$ cat config.mk
export PLATFORM = sky130hd
export DESIGN_NAME = step_sequencer
export DESIGN_NICKNAME = d
export VERILOG_FILES = /design/src/rtl/microstepper_pkg.sv /design/src/rtl/period_ramp.sv /design/src/rtl/step_sequencer.sv
export SDC_FILE = /design/constraint.sdc
export NUM_CORES = 1
export LEC_CHECK = 0
export BUFFER_PORTS_ARGS = -buffer_cell sky130_fd_sc_hd__buf_4
export CORE_MARGIN = 4
export CORE_UTILIZATION = 45
export DETAILED_ROUTE_END_ITERATION = 8
export MAX_ROUTING_LAYER = met4
export PLACE_DENSITY = 0.66
export REMOVE_ABC_BUFFERS = 1
export SYNTH_ARGS = -nofsm -noshare
export SYNTH_HDL_FRONTEND = slang
export SYNTH_SLANG_ARGS = --single-unit
$ cat constraint.sdc
create_clock -name clk -period 7 [get_ports clk]
set_input_delay 1.05 -clock clk [delete_from_list [all_inputs] [get_ports clk]]
set_output_delay 1.05 -clock clk [all_outputs]
set_load 0.03 [all_outputs]
$ cat src/rtl/microstepper_pkg.sv
// Shared state encoding, default widths and helpers for the step sequencer.
package microstepper_pkg;

  localparam int DEF_TICK_W  = 24;
  localparam int DEF_COUNT_W = 24;

  typedef enum logic [1:0] {
    IDLE,
    DIR_SETUP,
    PULSE_HIGH,
    PULSE_LOW
  } state_e;

  function automatic logic [7:0] max1(input logic [7:0] x);
    return (x == 8'd0) ? 8'd1 : x;
  endfunction

endpackage

$ cat src/rtl/period_ramp.sv
// Step period register with a saturating signed delta ramp.
// A negative sum or one below the floor lands on i_min.
module period_ramp
  import microstepper_pkg::*;
#(
  parameter int TICK_W = DEF_TICK_W
) (
  input  logic              clk,
  input  logic              resetn,
  input  logic              i_load,
  input  logic [TICK_W-1:0] i_load_period,
  input  logic [TICK_W-1:0] i_load_delta,
  input  logic              i_step,
  input  logic [TICK_W-1:0] i_min,
  output logic [TICK_W-1:0] o_period
);

  logic [TICK_W-1:0]        r_period;
  logic [TICK_W-1:0]        r_delta;
  logic signed [TICK_W+1:0] w_sum;
  logic [TICK_W-1:0]        w_next;

  // Two guard bits: sign and overflow above the unsigned range.
  assign w_sum = $signed({2'b00, r_period})
               + $signed({{2{r_delta[TICK_W-1]}}, r_delta});

  always_comb begin
    w_next = w_sum[TICK_W-1:0];
    if (w_sum[TICK_W+1])
      w_next = i_min;
    else if (w_sum[TICK_W])
      w_next = '1;
    else if (w_sum[TICK_W-1:0] < i_min)
      w_next = i_min;
  end

  always_ff @(posedge clk) begin
    if (!resetn) begin
      r_period <= '0;
      r_delta  <= '0;
    end else if (i_load) begin
      r_period <= i_load_period;
      r_delta  <= i_load_delta;
    end else if (i_step) begin
      r_period <= w_next;
    end
  end

  assign o_period = r_period;

endmodule

$ cat src/rtl/step_sequencer.sv
// Motion command sequencer: step/dir/enable with pulse width,
// dir setup time and a linear period ramp.
module step_sequencer
  import microstepper_pkg::*;
#(
  parameter int TICK_W  = DEF_TICK_W,
  parameter int COUNT_W = DEF_COUNT_W
) (
  input  logic               clk,
  input  logic               resetn,
  input  logic               cmd_valid,
  output logic               cmd_ready,
  input  logic               cmd_dir,
  input  logic [COUNT_W-1:0] cmd_steps,
  input  logic [TICK_W-1:0]  cmd_period,
  input  logic [TICK_W-1:0]  cmd_delta,
  input  logic [7:0]         config_pulse_len,
  input  logic [7:0]         config_dir_setup,
  input  logic [TICK_W-1:0]  config_min_period,
  input  logic               abort,
  input  logic               faultn,
  output logic               step,
  output logic               dir,
  output logic               enable_out,
  output logic               busy,
  output logic [COUNT_W-1:0] steps_remaining,
  output logic               done,
  output logic               aborted
);

  state_e              r_state;
  logic [TICK_W-1:0]   r_cnt;
  logic                r_pend;

  logic                w_stop;
  logic                w_accept;
  logic [TICK_W-1:0]   w_plen;
  logic [TICK_W-1:0]   w_dsu;
  logic [TICK_W-1:0]   w_floor;
  logic [TICK_W-1:0]   w_cur;
  logic [TICK_W-1:0]   w_per;
  logic                w_low_end;
  logic                w_ramp_step;
  logic [COUNT_W-1:0]  w_rem_dec;

  assign w_stop    = abort || !faultn;
  assign cmd_ready = (r_state == IDLE) && faultn && !abort;
  assign w_accept  = cmd_valid && cmd_ready;

  assign w_plen  = TICK_W'(max1(config_pulse_len));
  assign w_dsu   = TICK_W'(max1(config_dir_setup));
  assign w_floor = w_plen + TICK_W'(1);
  assign w_per   = (w_cur < w_floor) ? w_floor : w_cur;

  assign w_low_end   = (r_state == PULSE_LOW) && (r_cnt >= w_per);
  assign w_ramp_step = w_low_end && !w_stop && (steps_remaining != '0);

  assign w_rem_dec = (steps_remaining == '0) ? '0
                   : steps_remaining - COUNT_W'(1);

  period_ramp #(
    .TICK_W(TICK_W)
  ) u_ramp (
    .clk           (clk),
    .resetn        (resetn),
    .i_load        (w_accept),
    .i_load_period (cmd_period),
    .i_load_delta  (cmd_delta),
    .i_step        (w_ramp_step),
    .i_min         (config_min_period),
    .o_period      (w_cur)
  );

  always_ff @(posedge clk) begin
    if (!resetn) begin
      r_state         <= IDLE;
      r_cnt           <= '0;
      r_pend          <= 1'b0;
      step            <= 1'b0;
      dir             <= 1'b0;
      enable_out      <= 1'b0;
      busy            <= 1'b0;
      steps_remaining <= '0;
      done            <= 1'b0;
      aborted         <= 1'b0;
    end else begin
      done <= 1'b0;
      if (!faultn)
        enable_out <= 1'b0;
      unique case (r_state)
        IDLE: begin
          if (w_accept) begin
            aborted    <= 1'b0;
            enable_out <= 1'b1;
            r_cnt      <= TICK_W'(1);
            if (cmd_steps == '0) begin
              done <= 1'b1;
            end else if (cmd_dir != dir) begin
              busy            <= 1'b1;
              dir             <= cmd_dir;
              steps_remaining <= cmd_steps;
              r_state         <= DIR_SETUP;
            end else begin
              busy            <= 1'b1;
              step            <= 1'b1;
              steps_remaining <= cmd_steps - COUNT_W'(1);
              r_state         <= PULSE_HIGH;
            end
          end
        end
        DIR_SETUP: begin
          if (w_stop) begin
            r_state <= IDLE;
            busy    <= 1'b0;
            done    <= 1'b1;
            aborted <= 1'b1;
          end else if (r_cnt >= w_dsu) begin
            r_state         <= PULSE_HIGH;
            step            <= 1'b1;
            r_cnt           <= TICK_W'(1);
            steps_remaining <= w_rem_dec;
          end else begin
            r_cnt <= r_cnt + TICK_W'(1);
          end
        end
        PULSE_HIGH: begin
          r_cnt <= r_cnt + TICK_W'(1);
          // A stop seen mid-pulse waits for the full high time.
          if (r_cnt >= w_plen) begin
            step   <= 1'b0;
            r_pend <= 1'b0;
            if (r_pend || w_stop) begin
              r_state <= IDLE;
              busy    <= 1'b0;
              done    <= 1'b1;
              aborted <= 1'b1;
            end else begin
              r_state <= PULSE_LOW;
            end
          end else if (w_stop) begin
            r_pend <= 1'b1;
          end
        end
        PULSE_LOW: begin
          if (w_stop) begin
            r_state <= IDLE;
            busy    <= 1'b0;
            done    <= 1'b1;
            aborted <= 1'b1;
          end else if (w_low_end) begin
            if (steps_remaining == '0) begin
              r_state <= IDLE;
              busy    <= 1'b0;
              done    <= 1'b1;
            end else begin
              r_state         <= PULSE_HIGH;
              step            <= 1'b1;
              r_cnt           <= TICK_W'(1);
              steps_remaining <= w_rem_dec;
            end
          end else begin
            r_cnt <= r_cnt + TICK_W'(1);
          end
        end
      endcase
    end
  end

endmodule

==> summary.txt, run 1 <==
GRT
  • Initial antenna violation count: 0
  • First-pass GRT wire length: 47300 um
  • Vias in the first global route: 9207
  • Gr ovfl total: 0
  • Total GRT Usage: 24.8%
  • Pin count of the biggest net entering global routing: 89

Setup path
  • Worst Setup EP: u_ramp.o_period[22]$_SDFFE_PN0P_
  • Startpoint Class: input port
  • Worst flop-to-flop path endpoint: u_ramp.o_period[6]$_SDFFE_PN0P_
  • FF-to-FF path depth: 18
  • CP endpoint kind: register
  • R2R Path Start: u_ramp.o_period[0]$_SDFFE_PN0P_
  • CP Max Fanout: 29
  • CP Class: input port to register
  • Worst endpoint data arrival time: 5920 ps
  • Crit path launch: config_pulse_len[1]
  • Required time worst endpoint: 7220 ps
  • Flop-to-flop setup slack: 1850 ps

STA
  • Final-report setup violation count: 0
  • Fmax: 175 MHz
  • Final min period: 5700 ps
  • Setup TNS: 0 ps
  • Relative slew slack: 24.7%
  • Worst slew pin tran: 1130 ps
  • Hold Vio Cnt, Final: 0
  • Final worst path period share: 81.5%
  • Clock skew: 11.2 ps
  • Final Slew Violations: 0
  • RSZ-0062 raised after global routing: false

CTS
  • Number of setup buffers added after CTS: 0
  • H-tree Lvls: 3
  • Clock Latency Late Sink: 370 ps
  • Clock Sinks: 105
  • Hold Buf Count CTS: 0
  • TritonCTS clock tree: yes
  • Clock buffer count from CTS: 9
  • CTS root buf: clkbuf_16
  • Longest Clk Path Bufs: 2
  • Post-CTS sizing: 0
  • Clock transition at path regs: 70 ps

Floorplan
  • Initial Util: 46.4%
  • Die area: 0.0235 mm^2
  • Core box area: 0.0205 mm^2
  • Die Y: 153 um
  • FP Rows: 52
  • Die width: 153 um
  • Io pins: 149

Cells and area
  • Layout area overhead: 16.6%
  • Most common cell after layout, fill and taps aside: nand2_1
  • Antenna cell count: 0
  • Commonest non-fill, non-tap cells in the layout: nand2_1 (183), buf_4 (159), dfxtp_1 (105)
  • Final nets: 1614
  • Final Non-Filler Cells: 1671
  • Share of layout cells above drive strength 1: 14.8%

Place
  • Port Buffer Count: 148
  • HPWL Detailed: 22200 um
  • Placer congestion estimate: 1.03
  • Inst Count DP: 1655

Detailed routing
  • Routed wire length per instance: 17.4 um
  • First-pass DRT Iterations: 6
  • Final WL: 29100 um
  • DRC violations left: 0
  • Via density: 5.96
  • Final ANT Viol Nets: 0
  • DR iter-0 viols: 833
  • Vias after detailed routing: 9963

Yosys
  • Primary FF master, synth: dfxtp_1
  • Synthesized instance count: 1288
  • Sequential share of the synthesized area: 22.1%
  • Mapped Area: 0.00950 mm^2
  • Ys async rst share: 0%
  • Avg Inst Size Synth: 7.38 um^2
  • Synth cell types: 71
  • Synthesis-stage register bit count: 105
  • Synth warn: 0
  • Number of enable flip-flop cells after synthesis: 0

Hold path
  • Worst min path class: register to register

Outcome
  • Status: finished, final reports clean

Power and ir drop
  • Maximum vdd drop: 0.114 mV
  • P per Cell Area: 156 mW/mm^2
  • P_leak: 0.00479 uW

Run
  • Max cap viols: 0
==> metrics by stage <==
| step | hold slack [ps] | instance area [um^2] | power, uW | setup WS [ps] | utilization (%) |
|---|---|---|---|---|---|
| global placement | 459 | 10800 | 1190 | 1200 | 52.6 |
| detailed placement | 458 | 10800 | 1200 | 1010 | 52.6 |
| CTS | 476 | 11100 | 1730 | 1380 | 54.1 |
| global route | 496 | 11100 | 1820 | 893 | 54.1 |
| finish | 473 | 11100 | 1720 | 1300 | 54.1 |
| floorplan | 448 | 9250 | 990 | 1430 | - |
==> state kept, by name, indices dropped and copies added (netlist names) <==
register,count
enable_out,1
step,1
busy,1
u_ramp.r_delta,24
aborted,1
r_cnt,24
steps_remaining,24
u_ramp.o_period,24
r_pend,1
dir,1
r_state,2
done,1
==> power by group <==
group          total [uW]  switching, uW  leakage (uW)  internal [uW]
clock network         533            254      0.000131            279
logic                 532            315       0.00380            217
registers             659           36.0      0.000853            623
total                1720            605       0.00479           1120
==> logic make-up (layout without fill, tap and decap cells) <==
family / after synthesis / count (layout) / share of synthesized area (%)
compound gates: 377 / 377 / 27.0
flops: 105 / 105 / 22.1
fa+ha+maj: 100 / 100 / 13.2
mux: 16 / 16 / 1.78
simple gates: 497 / 497 / 25.5
buf+inv: 145 / 258 / 5.95
xor+xnor: 48 / 48 / 4.43
==> Yosys cell counts (8+ instances only) <==
master	number	area, um^2
nand2_1	183	687
dfxtp_1	105	2100
ha_1	99	1240
inv_1	83	312
nor2_1	75	282
o21ai_0	75	375
a21oi_1	67	335
nand3_1	58	290
clkbuf_1	50	188
o211ai_1	35	263
xnor2_1	33	289
nor3_1	32	160
a21boi_0	30	225
nor4_1	28	175
a21o_1	23	173
o22ai_1	22	138
a31oi_1	21	131
or3_1	20	125
nand4_1	19	119
nand2b_1	16	100
o221ai_1	16	140
xor2_1	15	131
a211oi_1	13	97.6
nor2b_1	13	81.3
and3_1	10	62.6
o211a_1	10	100
mux2i_1	9	90.1
or4_1	9	67.6
and2_1	8	50.1
==> cell type report <==
cell class                      count  area [um^2]
Sequential cell                   105         2100
Tap cell                          270          338
Inverter                           83          312
Timing Repair Buffer              159         1190
Clock inverter                      6         68.8
Clock buffer                       10          229
Fill cell                        2023         9410
Multi-Input combinational cell   1038         6840
==> worst min path at each step <==
stage          cells past startpoint                            from  slack, ps                        endpoint
6_report                           2  u_ramp.r_delta[2]$_SDFFE_PN0P_        470  u_ramp.r_delta[2]$_SDFFE_PN0P_
5_1_grt                            2               busy$_SDFFE_PN0P_        500               busy$_SDFFE_PN0P_
4_1_cts                            2  u_ramp.r_delta[2]$_SDFFE_PN0P_        480  u_ramp.r_delta[2]$_SDFFE_PN0P_
3_5_place_dp                       2               busy$_SDFFE_PN0P_        460               busy$_SDFFE_PN0P_
3_3_place_gp                       2  u_ramp.r_delta[0]$_SDFFE_PN0P_        460  u_ramp.r_delta[0]$_SDFFE_PN0P_
2_1_floorplan                      2  u_ramp.r_delta[0]$_SDFFE_PN0P_        450  u_ramp.r_delta[0]$_SDFFE_PN0P_
==> per-layer routing <==
metal / share of wire (%) / vias up / wire length [um] / global-route usage [%]
met5: 0 / - / 0 / -
met4: 1.5 / 0 / 443 / 5.77
met3: 7.4 / 27 / 2140 / 4.16
met2: 44 / 344 / 12700 / 36.7
met1: 47 / 4620 / 13800 / 35.3
li1: - / 4972 / - / -
==> worst max-delay path: stages <==
cell and delay [ps]:
buf_4 110, nand4_1 160, nor2_1 230, nand2_1 100
xnor2_1 210, ha_1 280, and3_1 200, a221oi_1 260
o21ai_0 140, nand3_1 100, nand2_1 240, mux2_2 360
ha_1 290, a21oi_1 80, o31ai_1 210, a41oi_1 70
o211ai_1 280, a21o_1 240, a41o_1 200, buf_4 310
and2_1 610, a31oi_1 160
Power figures use the tool's default switching activity.
==> run 2, diff against run 1 <==
Settings changed: ABC_AREA set to 1, PLACE_DENSITY 0.66 to 0.65.
Clock period 7 ns to 5.9 ns, I/O delays scaled along.
==> summary.txt, run 2 <==
Hold path
  • Hold EP: step$_SDFFE_PN0P_
  • Hold Path Cell Cnt: 2
  • Worst min path class: register to register
  • HP Start: step$_SDFFE_PN0P_

Detailed routing
  • DRC violations left: 0
  • Routed wire length per instance: 14.9 um
  • Final WL: 33400 um
  • First-pass DRT Iterations: 6
  • DR iter-0 viols: 789
  • Via density: 5.15
  • Vias after detailed routing: 11600
  • Final ANT Viol Nets: 0

Yosys
  • Number of enable flip-flop cells after synthesis: 0
  • Share of Yosys cell area claimed by the top area cell type: 19.8%
  • Mapped Area: 0.0106 mm^2
  • Synthesis-stage register bit count: 105
  • Synth cell count leaders: nand2_1 (485), inv_1 (283), nor2_1 (240)
  • Synthesized instance count: 1805
  • Sequential share of the synthesized area: 19.8%
  • Synth warn: 0
  • Cell taking the most area after synthesis: dfxtp_1
  • Primary FF master, synth: dfxtp_1
  • Ys async rst share: 0%
  • Most common cell in the netlist: nand2_1
  • Ranking of synthesized cells by area: dfxtp_1 (20%), nand2_1 (17%), ha_1 (12%)
  • Synth cell types: 46
  • Avg Inst Size Synth: 5.89 um^2

Setup path
  • Startpoint Class: input port
  • FF-to-FF path depth: 27
  • Critical path's most frequent cell: nand2_1
  • Worst endpoint data arrival time: 5390 ps
  • Max incr delay on CP: 670 ps
  • Top Family by Delay on Critical Path: simple AND/OR/NAND/NOR gates
  • R2R Path Start: u_ramp.o_period[0]$_SDFFE_PN0P_
  • Flop-to-flop setup slack: 1600 ps
  • Required time worst endpoint: 6160 ps
  • CP max stage cell: nand2_1
  • CP Max Fanout: 24
  • CP Class: input port to register
  • CP endpoint kind: register
  • Worst Path Buf+Inv: 5
  • Worst flop-to-flop path endpoint: u_ramp.o_period[5]$_SDFFE_PN0P_

STA
  • RSZ-0062 raised after global routing: false
  • Fmax: 195 MHz
  • Clock skew: 16.7 ps
  • Final worst path period share: 86.9%
  • Hold Vio Cnt, Final: 0
  • PnR worst setup slack: 774 ps
  • Final min period: 5130 ps
  • Worst slew pin tran: 882 ps
  • Setup TNS: 0 ps
  • Final-report setup violation count: 0
  • Final Slew Violations: 0
  • Hold slack: 460 ps
  • Relative slew slack: 41.1%

Run
  • Max cap viols: 0

Place
  • Placer congestion estimate: 0.960
  • HPWL Detailed: 26100 um
  • Place WS: 242 ps
  • Inst Count DP: 2225
  • Port Buffer Count: 148

Power and ir drop
  • P_leak: 0.00658 uW
  • Design Power: 4520 uW
  • Reg power frac: 26.5%
  • Switching power: 2300 uW
  • Sw frac: 50.9%
  • Clk pwr share: 14.9%
  • Maximum vdd drop: 0.311 mV
  • Logic gate share of total power: 58.6%
  • P_int: 2220 uW
  • P per Cell Area: 368 mW/mm^2

Floorplan
  • Core box area: 0.0229 mm^2
  • Io pins: 149
  • FP Rows: 55
  • Die area: 0.0261 mm^2
  • Initial Util: 46.4%
  • Die width: 162 um
  • Die Y: 162 um

CTS
  • H-tree Lvls: 3
  • TritonCTS clock tree: yes
  • Clock transition at path regs: 80 ps
  • Longest Clk Path Bufs: 2
  • Clock Latency Late Sink: 370 ps
  • Clock buffer count from CTS: 9
  • Clock Sinks: 105
  • Number of setup buffers added after CTS: 0
  • CTS root buf: clkbuf_16

GRT
  • Gr ovfl total: 0
  • Initial antenna violation count: 0
  • Pin count of the biggest net entering global routing: 62
  • First-pass GRT wire length: 53500 um
  • Vias in the first global route: 10700
  • Total GRT Usage: 25.5%

Outcome
  • Status: finished, final reports clean

Cells and area
  • Final nets: 2142
  • Antenna cell count: 0
  • Most common cell after layout, fill and taps aside: nand2_1
  • Share of layout cells above drive strength 1: 10.3%
  • Commonest non-fill, non-tap cells in the layout: nand2_1 (485), inv_1 (283), nor2_1 (240)
  • Final Non-Filler Cells: 2242
  • Layout area overhead: 15.6%
-- run 2: changes by cell type in the layout (fill, tap and decap cells not counted), moves of 23 or more --
cell	before	now
nor2_1	75	240
o211ai_1	35	6
nand3_1	58	97
a21oi_1	67	116
a21boi_0	29	0
nand4_1	19	55
xnor2_1	33	10
inv_1	83	283
nand2_1	183	485
-- run 2: repair_timing --
item,4_1_cts,5_1_grt
hold buffers,0,0
endpoints found under the setup margin,0,21
gates resized for setup,0,2
hold endpoints to repair,0,0
-- run 2: logic make-up (layout without fill, tap and decap cells) --
group                    count (synthesis)  after routing  share of synthesized area (%)
AND/OR/NAND/NOR                        954            955                           38.2
buffers and inverters                  336            459                           12.4
AO/OA/AOI/OAI                          266            266                           14.1
flip-flops                             105            105                           19.8
adder cells (fa/ha/maj)                100            100                           11.8
XOR/XNOR                                44             44                           3.63
-- run 2: worst max-delay path by stage --
stage,start,to,slack [ps],depth (start not counted)
finish,config_pulse_len[1],r_cnt[18]$_SDFFE_PN0P_,770,32
detailed placement,config_pulse_len[1],steps_remaining[1]$_SDFFE_PN0P_,240,33
floorplan,config_pulse_len[1],r_cnt[10]$_SDFFE_PN0P_,800,30
global route,config_pulse_len[1],r_cnt[19]$_SDFFE_PN0P_,40,33
global placement,config_pulse_len[1],steps_remaining[21]$_SDFFE_PN0P_,400,33
CTS,config_pulse_len[1],steps_remaining[1]$_SDFFE_PN0P_,630,33
-- run 2: power by group through the flow --
stage / Sequential [uW] / Combinational, uW / Clock (uW)
after floorplan: 1220 / 1800 / 0
after global placement: 1220 / 2580 / 0
after detailed placement: 1210 / 2620 / 0
after CTS: 1200 / 2630 / 688
after global routing: 1230 / 3040 / 710
final: 1200 / 2650 / 673
-- run 2: cell type report --
type	count	area, um^2
fill	2463	10600
sequential	105	2100
tap	313	392
inverter	288	1080
multi-input combinational	1365	7220
clock buffer	11	253
clock inverter	5	70.1
timing repair buffer	155	1160
-- run 2: stage by stage --
step	instance area, um^2	utilization, %
2_1_floorplan	10400	-
4_1_cts	12300	53.5
3_5_place_dp	11900	52.1
5_1_grt	12300	53.6
3_3_place_gp	11900	52.1
6_report	12300	53.6
-- run 2: tightest hold or removal path, delay by kind of cell (launching register included) --
kind            cells  cell delay (ps)
buf+inv             1               50
compound gates      1               50
flops               1              320
-- run 2: routing by layer --
layer,global-route usage [%],up-vias,part of all wire [%]
li1,-,6032,-
met1,34.8,5164,48
met2,41.2,325,45
met3,3.19,31,5.7
met4,4.77,0,1.3
met5,-,-,0
